==> src/rtl/flash_audio_sequencer.sv <==
// Flash-to-audio sequencer: reads 32-bit flash words and plays them out as 16-bit samples.
// Optional UNDERRUN_CNT_EN adds a saturating count of dropped sample ticks.
module flash_audio_sequencer #(
    parameter int unsigned       ADDR_W    = 23,
    parameter logic [ADDR_W-1:0] LAST_ADDR = 23'h7FFFF,
    parameter int unsigned       DATA_W    = 32
) (
    input  logic              clk,
    input  logic              reset,
    input  logic              play,
    input  logic              direction,
    input  logic              restart,
    input  logic              sample_tick,
    output logic              flash_read,
    input  logic              flash_waitrequest,
    output logic [ADDR_W-1:0] flash_address,
    input  logic [DATA_W-1:0] flash_readdata,
    input  logic              flash_readdatavalid,
    output logic [15:0]       sample_out,
    output logic              sample_valid,
    output logic              playing,
    output logic              wrapped
`ifdef UNDERRUN_CNT_EN
    ,
    output logic [15:0]       underrun_count
`endif
);

    localparam int unsigned SW = DATA_W / 2;

    typedef enum logic [2:0] {
        StIdle,
        StReq,
        StWaitData,
        StOutFirst,
        StOutSecond
    } state_e;

    state_e            state;
    logic              restart_pending;
    logic              word_dir;
    logic [DATA_W-1:0] word;
    logic [ADDR_W-1:0] start_addr;
    logic [ADDR_W-1:0] addr_inc;
    logic [ADDR_W-1:0] addr_dec;

    always_comb begin
        start_addr = direction ? '0 : LAST_ADDR;
        addr_inc   = (flash_address == LAST_ADDR) ? '0 : flash_address + ADDR_W'(1);
        addr_dec   = (flash_address == '0) ? LAST_ADDR : flash_address - ADDR_W'(1);
    end

    always_ff @(posedge clk) begin
        if (reset) begin
            state           <= StIdle;
            flash_read      <= 1'b0;
            flash_address   <= '0;
            sample_out      <= '0;
            sample_valid    <= 1'b0;
            playing         <= 1'b0;
            wrapped         <= 1'b0;
            restart_pending <= 1'b0;
            word_dir        <= 1'b0;
            word            <= '0;
        end else begin
            sample_valid <= 1'b0;
            wrapped      <= 1'b0;
            if (restart) begin
                restart_pending <= 1'b1;
            end

            unique case (state)
                StIdle: begin
                    // Idle has no word in flight, so a restart lands straight away.
                    if (restart || restart_pending) begin
                        flash_address   <= start_addr;
                        restart_pending <= 1'b0;
                    end
                    if (play) begin
                        state      <= StReq;
                        flash_read <= 1'b1;
                        playing    <= 1'b1;
                        word_dir   <= direction;
                    end
                end

                StReq: begin
                    if (!flash_waitrequest) begin
                        flash_read <= 1'b0;
                        state      <= StWaitData;
                    end
                end

                StWaitData: begin
                    if (flash_readdatavalid) begin
                        word  <= flash_readdata;
                        state <= StOutFirst;
                    end
                end

                StOutFirst: begin
                    if (sample_tick) begin
                        sample_out   <= word_dir ? word[SW-1:0] : word[2*SW-1:SW];
                        sample_valid <= 1'b1;
                        state        <= StOutSecond;
                    end
                end

                StOutSecond: begin
                    if (sample_tick) begin
                        sample_out   <= word_dir ? word[2*SW-1:SW] : word[SW-1:0];
                        sample_valid <= 1'b1;
                        word_dir     <= direction;
                        // A restart arriving on this very cycle stays pending for the next word.
                        if (restart_pending) begin
                            flash_address   <= start_addr;
                            restart_pending <= restart;
                        end else if (direction) begin
                            flash_address <= addr_inc;
                            wrapped       <= (flash_address == LAST_ADDR);
                        end else begin
                            flash_address <= addr_dec;
                            wrapped       <= (flash_address == '0);
                        end
                        if (play) begin
                            state      <= StReq;
                            flash_read <= 1'b1;
                        end else begin
                            state   <= StIdle;
                            playing <= 1'b0;
                        end
                    end
                end

                default: begin
                    state      <= StIdle;
                    flash_read <= 1'b0;
                    playing    <= 1'b0;
                end
            endcase
        end
    end

`ifdef UNDERRUN_CNT_EN
    logic underrun;

    assign underrun = sample_tick &&
                      ((state == StIdle) || (state == StReq) || (state == StWaitData));

    always_ff @(posedge clk) begin
        if (reset || restart) begin
            underrun_count <= '0;
        end else if (underrun && (underrun_count != 16'hFFFF)) begin
            underrun_count <= underrun_count + 16'd1;
        end
    end
`endif

endmodule

==> config.mk <==
export PLATFORM = sky130hd
export DESIGN_NAME = flash_audio_sequencer
export DESIGN_NICKNAME = d
export VERILOG_FILES = /design/src/rtl/flash_audio_sequencer.sv
export SDC_FILE = /design/constraint.sdc
export NUM_CORES = 1
export LEC_CHECK = 0
export BUFFER_PORTS_ARGS = -buffer_cell sky130_fd_sc_hd__buf_2
export CAP_MARGIN = 15
export CELL_PAD_IN_SITES_DETAIL_PLACEMENT = 1
export CELL_PAD_IN_SITES_GLOBAL_PLACEMENT = 2
export CORE_MARGIN = 2
export CORE_UTILIZATION = 35
export DETAILED_ROUTE_END_ITERATION = 7
export GPL_TIMING_DRIVEN = 1
export PLACE_DENSITY_LB_ADDON = 0.1
export SKIP_LAST_GASP = 1
export SYNTH_ARGS = -nofsm -noshare
export SYNTH_HDL_FRONTEND = slang
export SYNTH_SLANG_ARGS = --single-unit
export TNS_END_PERCENT = 10
==> constraint.sdc <==
create_clock -name clk -period 3.5 [get_ports clk]
set_input_delay 0.35 -clock clk [delete_from_list [all_inputs] [get_ports clk]]
set_output_delay 0.35 -clock clk [all_outputs]
set_load 0.05 [all_outputs]
==> impl_metrics.xml, run 1 <==
<?xml version="1.0" encoding="UTF-8"?>
<metrics>
  <group name="status">
    <metric name="status" unit="">finished clean</metric>
  </group>
  <group name="power_and_ir_drop">
    <metric name="irDropWorstVdd" unit="V">0.0002494</metric>
    <metric name="p_per_area" unit="mW/mm²">480.0</metric>
    <metric name="leakage_power_summed_over_all_cells" unit="nW">2.038</metric>
    <metric name="swShare" unit="">0.3313</metric>
    <metric name="p_sw" unit="W">0.0008212</metric>
    <metric name="seqPwrFrac" unit="">0.412</metric>
    <metric name="comb_power_share" unit="">0.191</metric>
    <metric name="internal-power" unit="W">0.001658</metric>
    <metric name="p_total" unit="W">0.002479</metric>
    <metric name="power.clock.fraction" unit="">0.398</metric>
  </group>
  <group name="timing">
    <metric name="setup_repair_after_global_routing_missed_its_margin" unit="">false</metric>
    <metric name="period_needed" unit="ns">2.818</metric>
    <metric name="report.final.hold_viol_count" unit="">0</metric>
    <metric name="slew_violations" unit="">0</metric>
    <metric name="total_negative_setup_slacks" unit="ns">0</metric>
    <metric name="slew-limit-headroom" unit="">0.4351</metric>
    <metric name="clock.fmax" unit="MHz">354.9</metric>
    <metric name="finalHoldWorstSlack" unit="ns">0.2418</metric>
    <metric name="worst_clock_skew" unit="ns">0.008395</metric>
    <metric name="final_min_period_over_clock_period" unit="">0.8050</metric>
    <metric name="tightest_slew" unit="ns">0.8417</metric>
    <metric name="final-setup-viol-count" unit="">0</metric>
  </group>
  <group name="critical_path">
    <metric name="cpPeakStageDelay" unit="ns">0.72</metric>
    <metric name="worstSetupPathType" unit="">reg -&gt; reg</metric>
    <metric name="critical_path.cell_chain" unit="">inv_1, ha_1, nor4b_1, nand3_1, o21ai_1, o21ai_0, o2bb2ai_1, a21oi_1</metric>
    <metric name="timing.critical_path.arrival" unit="ns">3.09</metric>
    <metric name="cp_top_delay_family" unit="">compound AO/OA/AOI/OAI gates</metric>
    <metric name="crit_path_end_kind" unit="">flip-flop</metric>
    <metric name="startpoint_type" unit="">flip-flop</metric>
    <metric name="cell_type_of_the_slowest_stage_on_the_worst_timing_path" unit="">sky130_fd_sc_hd__o21ai_1</metric>
    <metric name="cp_num_buf_inv" unit="">1</metric>
    <metric name="critPathMaxFanout" unit="">11</metric>
    <metric name="required" unit="ns">3.77</metric>
  </group>
  <group name="floorplanning">
    <metric name="num_io_pins" unit="">83</metric>
    <metric name="core_area" unit="mm²">0.01252</metric>
    <metric name="chipHeight" unit="µm">116.7</metric>
    <metric name="fp.dieW" unit="µm">116.7</metric>
    <metric name="floorplan.die_area" unit="mm²">0.01362</metric>
    <metric name="fp-row-count" unit="">41</metric>
    <metric name="floorplan.initialDensity" unit="">0.3553</metric>
  </group>
  <group name="placement">
    <metric name="place_inst" unit="">789</metric>
    <metric name="gp_routability_congestion" unit="">0.8820</metric>
    <metric name="dp.final_hpwl" unit="mm">10.48</metric>
    <metric name="io_buffers" unit="">82</metric>
  </group>
  <group name="flow_run">
    <metric name="cap_viol_max_count" unit="">0</metric>
  </group>
  <group name="final_layout">
    <metric name="filler_cell_count" unit="">1600</metric>
    <metric name="area.growth.synth_to_final" unit="%">16.12</metric>
    <metric name="design.final.nets" unit="">671</metric>
    <metric name="non_filler_cells_in_the_finished_layout" unit="">805</metric>
    <metric name="antenna_cells_inserted" unit="">0</metric>
    <metric name="final_layout_size_suffix_gt1_frac" unit="">0.1975</metric>
  </group>
  <group name="clocking">
    <metric name="post-cts-setup-buffers" unit="">0</metric>
    <metric name="cts.sink_count" unit="">80</metric>
    <metric name="htree_levels" unit="">3</metric>
    <metric name="clock_latency" unit="ns">0.35</metric>
    <metric name="cts.hold.buffers_added" unit="">0</metric>
    <metric name="cts.path.max_buffers" unit="">2</metric>
    <metric name="cts_tree" unit="">built</metric>
    <metric name="post_cts_resize_count" unit="">0</metric>
    <metric name="clk_pin_slew_worst_setup_hold_paths" unit="ns">0.07</metric>
    <metric name="ctsRootBufferMaster" unit="">sky130_fd_sc_hd__clkbuf_16</metric>
    <metric name="cts_buffers" unit="">9</metric>
  </group>
  <group name="grt">
    <metric name="global_route_wire_length_before_repair" unit="mm">23.54</metric>
    <metric name="groute.usage.overall" unit="">0.2230</metric>
    <metric name="overflow_left_after_global_routing" unit="">0</metric>
    <metric name="grt_antenna_before_repair" unit="">0</metric>
    <metric name="grt_start_max_net_pins" unit="">51</metric>
    <metric name="grt_pass1_vias" unit="">4422</metric>
  </group>
  <group name="drt">
    <metric name="vias" unit="">4460</metric>
    <metric name="detailed_router_iteration_count_before_antenna_repair" unit="">4</metric>
    <metric name="routedWlPerCell" unit="µm">18.49</metric>
    <metric name="first_iter_violations" unit="">271</metric>
    <metric name="antenna_violating_nets_post_route" unit="">0</metric>
    <metric name="via_per_inst" unit="">5.540</metric>
    <metric name="wl" unit="mm">14.88</metric>
    <metric name="remaining_drc_errors" unit="">0</metric>
  </group>
  <group name="synthesis">
    <metric name="synth_area" unit="mm²">0.004447</metric>
    <metric name="synth_ff_type" unit="">sky130_fd_sc_hd__dfxtp_1</metric>
    <metric name="synth-seq-cells" unit="">80</metric>
    <metric name="synth_area_leader_cell" unit="">sky130_fd_sc_hd__dfxtp_1</metric>
    <metric name="synth_commonest_cells" unit="">sky130_fd_sc_hd__nand2_1, sky130_fd_sc_hd__dfxtp_1, sky130_fd_sc_hd__a21oi_1, sky130_fd_sc_hd__o21ai_0, sky130_fd_sc_hd__nor2_1</metric>
    <metric name="synth-async-reset-ratio" unit="">0</metric>
    <metric name="post-synth-top-area-fraction" unit="">0.3602</metric>
    <metric name="synth_nets" unit="">610</metric>
    <metric name="synth.yosys.seq_area_share" unit="">0.3602</metric>
    <metric name="synth-warning-count" unit="">0</metric>
    <metric name="synthesis.instances" unit="">567</metric>
    <metric name="avgSynthCellArea" unit="µm²">7.843</metric>
    <metric name="synth-edff-count" unit="">0</metric>
    <metric name="post_synth_num_cell_types" unit="">65</metric>
    <metric name="synth_most_common_cell" unit="">sky130_fd_sc_hd__nand2_1</metric>
    <metric name="ys_top_cells_by_area" unit="">sky130_fd_sc_hd__dfxtp_1, sky130_fd_sc_hd__nand2_1, sky130_fd_sc_hd__a21oi_1</metric>
  </group>
  <group name="min_path">
    <metric name="min-delay-path-class" unit="">in -&gt; reg</metric>
  </group>
</metrics>
[area by class of cell]
| type | count | area [µm²] | share of cell area |
|---|---|---|---|
| Clock buffer | 9 | 225.2 | 0.04362 |
| Clock inverter | 7 | 80.08 | 0.01551 |
| Inverter | 13 | 48.80 | 0.009450 |
| Multi-Input combinational cell | 431 | 2500 | 0.4841 |
| Sequential cell | 80 | 1602 | 0.3102 |
| Tap cell | 172 | 215.2 | 0.04168 |
| Timing Repair Buffer | 93 | 493.0 | 0.09547 |
[final timing paths]
check / startpoint / endpoint / slack, ns / depth (start not counted)
max: flash_address[0] / flash_address[14] / 0.68 / 8
min: flash_readdata[2] / word[2] / 0.24 / 3
max reg2reg: flash_address[0] / flash_address[14] / 0.68 / 8
min reg2reg: sample_out[4] / sample_out[4] / 0.45 / 2
[state kept, by name (all words and copies together), names as in the netlist]
register,flops
flash_address,23
restart_pending,1
wrapped,1
sample_out,16
sample_valid,1
state,3
word_dir,1
word,32
flash_read,1
playing,1
[power by group through the flow]
stage	Combinational [W]	Sequential (W)	Clock [W]
2_1_floorplan	0.000309	0.00107	0
3_3_place_gp	0.000466	0.00104	0
3_5_place_dp	0.000472	0.00104	0
4_1_cts	0.000474	0.00102	0.00101
5_1_grt	0.000515	0.00103	0.00105
6_report	0.000472	0.00102	0.000986
[cells in the final DEF, fill, tap and decap left out, drive strengths merged, types with 7 or more instances in the layout]
cell / netlist / routed
a21oi: 59 / 59
a31oi: 10 / 10
and3: 7 / 7
buf: 11 / 93
clkbuf: 32 / 9
dfxtp: 80 / 80
inv: 13 / 15
mux2i: 21 / 21
nand2: 105 / 105
nand3: 20 / 20
nand4: 7 / 7
nor2: 32 / 32
nor3: 16 / 16
nor4: 14 / 14
o21ai: 53 / 53
xor2: 7 / 7
[worst reg2reg max path: cells and delay by family (launching register included)]
| family | cells | cell delay (ns) |
|---|---|---|
| simple gates | 2 | 0.78 |
| fa+ha+maj | 1 | 0.15 |
| flops | 1 | 0.42 |
| buf+inv | 1 | 0.13 |
| compound gates | 4 | 1.26 |
[metal layers]
metal | share of wire | vias up | track usage
li1 | - | 2149 | -
met1 | 0.46 | 2172 | 0.2878
met2 | 0.47 | 110 | 0.3692
met3 | 0.043 | 29 | 0.03217
met4 | 0.030 | 0 | 0.1012
met5 | 0 | - | 0
[through the flow]
step	setup WS, ns	cell area (µm²)	utilization
after floorplan	0.9573	4447	-
after global routing	0.4153	5164	0.4125
after global placement	0.9286	4858	0.3881
after CTS	0.7022	5164	0.4125
final	0.6825	5164	0.4125
after detailed placement	0.7275	4858	0.3881
[cell families after synthesis]
family,share of synthesized area
AND/OR/NAND/NOR,0.2735
AO/OA/AOI/OAI,0.2060
flip-flops,0.3602
buffers and inverters,0.07935
multiplexers,0.05487
XOR/XNOR,0.01773
adder cells (fa/ha/maj),0.008442
(Power assumes the default switching activity.)
==> run 2, diff against run 1 <==
- ABC_AREA: not set -> 1
- CORE_UTILIZATION: 35 -> 31
- clock period: 3.5 -> 2.8 ns (I/O delays scaled with it)
==> run 2 against run 1 <==
Against the previous run: final area increased by 15%; global-route usage decreased by 0.83 points; flip-flop and latch count unchanged; combinational power increased to 5.1 times the previous value; clock-buffer cell count unchanged; critical path depth increased by 3; fmax increased by 34%; wire length increased by 26%; sequential share of layout area decreased by 4.0 points; largest power group is now combinational logic; highest routed layer unchanged.
==> impl_metrics.xml, run 2 <==
<?xml version="1.0" encoding="UTF-8"?>
<metrics>
  <group name="power_and_ir_drop">
    <metric name="leakage_power_summed_over_all_cells" unit="nW">2.538</metric>
    <metric name="internal-power" unit="W">0.002741</metric>
    <metric name="comb_power_share" unit="">0.444</metric>
    <metric name="p_sw" unit="W">0.002632</metric>
    <metric name="seqPwrFrac" unit="">0.310</metric>
    <metric name="irDropWorstVdd" unit="V">0.0004218</metric>
    <metric name="swShare" unit="">0.4899</metric>
    <metric name="power.clock.fraction" unit="">0.245</metric>
    <metric name="p_per_area" unit="mW/mm²">905.8</metric>
  </group>
  <group name="drt">
    <metric name="detailed_router_iteration_count_before_antenna_repair" unit="">4</metric>
    <metric name="routedWlPerCell" unit="µm">17.65</metric>
    <metric name="antenna_violating_nets_post_route" unit="">0</metric>
    <metric name="via_per_inst" unit="">5.025</metric>
    <metric name="first_iter_violations" unit="">251</metric>
    <metric name="vias" unit="">5321</metric>
    <metric name="remaining_drc_errors" unit="">0</metric>
    <metric name="wl" unit="mm">18.69</metric>
  </group>
  <group name="clocking">
    <metric name="clk_pin_slew_worst_setup_hold_paths" unit="ns">0.06</metric>
    <metric name="cts_tree" unit="">built</metric>
    <metric name="post_cts_resize_count" unit="">0</metric>
    <metric name="cts_buffers" unit="">9</metric>
    <metric name="cts.sink_count" unit="">80</metric>
    <metric name="post-cts-setup-buffers" unit="">0</metric>
    <metric name="clock_latency" unit="ns">0.34</metric>
    <metric name="ctsRootBufferMaster" unit="">sky130_fd_sc_hd__clkbuf_16</metric>
    <metric name="htree_levels" unit="">3</metric>
    <metric name="cts.path.max_buffers" unit="">2</metric>
    <metric name="cts.hold.buffers_added" unit="">0</metric>
  </group>
  <group name="grt">
    <metric name="grt_antenna_before_repair" unit="">0</metric>
    <metric name="grt_pass1_vias" unit="">5465</metric>
    <metric name="global_route_wire_length_before_repair" unit="mm">30.11</metric>
    <metric name="groute.usage.overall" unit="">0.2147</metric>
    <metric name="grt_start_max_net_pins" unit="">42</metric>
    <metric name="overflow_left_after_global_routing" unit="">0</metric>
  </group>
  <group name="floorplanning">
    <metric name="chipHeight" unit="µm">132.5</metric>
    <metric name="floorplan.die_area" unit="mm²">0.01756</metric>
    <metric name="num_io_pins" unit="">83</metric>
    <metric name="fp-row-count" unit="">46</metric>
    <metric name="fp.dieW" unit="µm">132.5</metric>
    <metric name="floorplan.initialDensity" unit="">0.3199</metric>
    <metric name="core_area" unit="mm²">0.01600</metric>
  </group>
  <group name="final_layout">
    <metric name="largest_register_ff_count" unit="">32</metric>
    <metric name="filler_cell_count" unit="">2111</metric>
    <metric name="area.growth.synth_to_final" unit="%">15.89</metric>
    <metric name="post-route-util" unit="">0.3707</metric>
    <metric name="antenna_cells_inserted" unit="">0</metric>
    <metric name="top_register" unit="">word</metric>
    <metric name="most_common_library_cell_in_the_layout_ignoring_fill_and_taps" unit="">sky130_fd_sc_hd__nand2_1</metric>
    <metric name="seqCellArea" unit="mm²">0.001602</metric>
    <metric name="most-common-layout-cells" unit="">sky130_fd_sc_hd__nand2_1, sky130_fd_sc_hd__nand3_1, sky130_fd_sc_hd__nor2_1, sky130_fd_sc_hd__buf_2, sky130_fd_sc_hd__dfxtp_1</metric>
    <metric name="multi_input_comb_area" unit="mm²">0.002945</metric>
    <metric name="final_area" unit="mm²">0.005932</metric>
    <metric name="final_layout_size_suffix_gt1_frac" unit="">0.2040</metric>
    <metric name="design.final.nets" unit="">881</metric>
    <metric name="largest_registers" unit="">word (32), flash_address (23), sample_out (16)</metric>
  </group>
  <group name="synthesis">
    <metric name="post-synth-top-area-fraction" unit="">0.3129</metric>
    <metric name="synth-async-reset-ratio" unit="">0</metric>
    <metric name="muxShareOfSynthArea" unit="">0</metric>
    <metric name="synth-seq-cells" unit="">80</metric>
    <metric name="synth_most_common_cell" unit="">sky130_fd_sc_hd__nand2_1</metric>
    <metric name="dominant_combinational_cell_family_by_area_after_synthesis" unit="">simple AND/OR/NAND/NOR gates</metric>
    <metric name="synth_commonest_cells" unit="">sky130_fd_sc_hd__nand2_1, sky130_fd_sc_hd__nand3_1, sky130_fd_sc_hd__nor2_1, sky130_fd_sc_hd__dfxtp_1, sky130_fd_sc_hd__inv_1</metric>
    <metric name="synth_area_leader_cell" unit="">sky130_fd_sc_hd__dfxtp_1</metric>
    <metric name="post_synth_num_cell_types" unit="">44</metric>
    <metric name="synthesis.instances" unit="">784</metric>
    <metric name="synth_ff_type" unit="">sky130_fd_sc_hd__dfxtp_1</metric>
    <metric name="synth-edff-count" unit="">0</metric>
    <metric name="synth_area" unit="mm²">0.005119</metric>
    <metric name="area_share_of_fa_ha_maj_cells_after_synthesis" unit="">0.007333</metric>
    <metric name="synth_xor_xnor_area_share" unit="">0.02738</metric>
    <metric name="synth-warning-count" unit="">0</metric>
    <metric name="ys_top_cells_by_area" unit="">sky130_fd_sc_hd__dfxtp_1, sky130_fd_sc_hd__nand2_1, sky130_fd_sc_hd__nand3_1</metric>
    <metric name="synth_compound_gate_area_share" unit="">0.1516</metric>
    <metric name="synth.yosys.seq_area_share" unit="">0.3129</metric>
    <metric name="synth-simple-area-share" unit="">0.3891</metric>
    <metric name="synth_nets" unit="">827</metric>
    <metric name="avgSynthCellArea" unit="µm²">6.529</metric>
  </group>
  <group name="critical_path">
    <metric name="critical_path.cell_chain" unit="">nor2_4, nand2_4, clkinv_2, nand2_4, nand2_2, inv_2, nor2_1, o21ai_1, nand2_1, o21ai_1, inv_1</metric>
    <metric name="worstSetupPathType" unit="">reg -&gt; reg</metric>
    <metric name="cp_top_delay_family" unit="">simple AND/OR/NAND/NOR gates</metric>
    <metric name="critPathMaxFanout" unit="">35</metric>
    <metric name="crit_path_end_kind" unit="">flip-flop</metric>
    <metric name="startpoint_type" unit="">flip-flop</metric>
    <metric name="timing.critical_path.arrival" unit="ns">2.35</metric>
    <metric name="cp_num_buf_inv" unit="">3</metric>
    <metric name="required" unit="ns">3.04</metric>
    <metric name="cpPeakStageDelay" unit="ns">0.49</metric>
    <metric name="cell_type_of_the_slowest_stage_on_the_worst_timing_path" unit="">sky130_fd_sc_hd__dfxtp_1</metric>
  </group>
  <group name="timing">
    <metric name="report.final.hold_viol_count" unit="">0</metric>
    <metric name="tightest_slew" unit="ns">0.6576</metric>
    <metric name="clock.fmax" unit="MHz">474.1</metric>
    <metric name="total_negative_setup_slacks" unit="ns">0</metric>
    <metric name="period_needed" unit="ns">2.109</metric>
    <metric name="slew-limit-headroom" unit="">0.5616</metric>
    <metric name="finalHoldWorstSlack" unit="ns">0.2016</metric>
    <metric name="slew_violations" unit="">0</metric>
    <metric name="final_min_period_over_clock_period" unit="">0.7533</metric>
    <metric name="setup_repair_after_global_routing_missed_its_margin" unit="">false</metric>
    <metric name="final-setup-viol-count" unit="">0</metric>
    <metric name="post-route-worst-setup-slack" unit="ns">0.6909</metric>
    <metric name="worst_clock_skew" unit="ns">0.007098</metric>
  </group>
  <group name="status">
    <metric name="status" unit="">finished clean</metric>
  </group>
  <group name="placement">
    <metric name="gp_routability_congestion" unit="">0.8863</metric>
    <metric name="io_buffers" unit="">82</metric>
    <metric name="postPlaceCellArea" unit="mm²">0.005605</metric>
    <metric name="pre_cts_ws" unit="ns">0.6810</metric>
    <metric name="dp.final_hpwl" unit="mm">14.11</metric>
  </group>
  <group name="min_path">
    <metric name="min-delay-path-class" unit="">in -&gt; reg</metric>
  </group>
  <group name="flow_run">
    <metric name="cap_viol_max_count" unit="">0</metric>
  </group>
</metrics>
[run 2: changes by cell type in the layout (fill, tap and decap cells not counted), moves of 9 or more]
cell / before / now
sky130_fd_sc_hd__nand3_1: 19 / 90
sky130_fd_sc_hd__a31oi_1: 10 / 1
sky130_fd_sc_hd__nor3_1: 16 / 4
sky130_fd_sc_hd__nor4_1: 12 / 1
sky130_fd_sc_hd__mux2i_1: 21 / 0
sky130_fd_sc_hd__inv_1: 13 / 77
sky130_fd_sc_hd__nand2_1: 104 / 184
sky130_fd_sc_hd__nor2_2: 0 / 14
sky130_fd_sc_hd__o22ai_2: 0 / 9
sky130_fd_sc_hd__o21ai_0: 51 / 36
sky130_fd_sc_hd__o21ai_1: 1 / 10
sky130_fd_sc_hd__nor2_1: 32 / 83
[run 2: logic make-up after synthesis]
group | Yosys count
fa+ha+maj | 3
xor+xnor | 16
compound gates | 130
simple gates | 423
flops | 80
buf+inv | 132
[run 2: layout make-up]
class	count	area share
Multi-Input combinational cell	572	0.4965
Sequential cell	80	0.2700
Timing Repair Buffer	88	0.07678
Inverter	87	0.05611
Tap cell	216	0.04556
Clock buffer	9	0.03797
Clock inverter	7	0.01708
[run 2: worst register-to-register path, cell delays in order, from the launching register on]
cell	delay [ns]
sky130_fd_sc_hd__dfxtp_1	0.49
sky130_fd_sc_hd__nor2_4	0.10
sky130_fd_sc_hd__nand2_4	0.12
sky130_fd_sc_hd__clkinv_2	0.13
sky130_fd_sc_hd__nand2_4	0.12
sky130_fd_sc_hd__nand2_2	0.37
sky130_fd_sc_hd__inv_2	0.29
sky130_fd_sc_hd__nor2_1	0.06
sky130_fd_sc_hd__o21ai_1	0.09
sky130_fd_sc_hd__nand2_1	0.06
sky130_fd_sc_hd__o21ai_1	0.13
sky130_fd_sc_hd__inv_1	0.05
[run 2: final timing paths]
| path | from | endpoint | cells after the start | slack (ns) |
|---|---|---|---|---|
| max | state[0] | flash_address[4] | 11 | 0.69 |
| min | flash_readdata[17] | word[17] | 3 | 0.20 |
| max reg2reg | state[0] | flash_address[4] | 11 | 0.69 |
| min reg2reg | word[0] | word[0] | 2 | 0.46 |
[run 2: layer usage]
layer	up-vias	track usage	share of wire
met4	0	0.04002	0.0082
met1	2541	0.3063	0.49
met5	-	0	0
met2	119	0.3368	0.44
met3	12	0.04368	0.062
li1	2649	-	-
[run 2: through the flow]
stage,total power [W],std cells
final,0.005373,1059
after floorplan,0.003446,784
after global placement,0.004049,1043
after CTS,0.005406,1059
after global routing,0.005750,1059
after detailed placement,0.004071,1043
[run 2: power groups by stage]
stage	Clock (W)	Sequential [W]	Combinational (W)
4_1_cts	0.00135	0.00167	0.00239
5_1_grt	0.00139	0.00171	0.00265
2_1_floorplan	0	0.00182	0.00163
6_report	0.00132	0.00167	0.00239
3_3_place_gp	0	0.00168	0.00237
3_5_place_dp	0	0.00169	0.00238
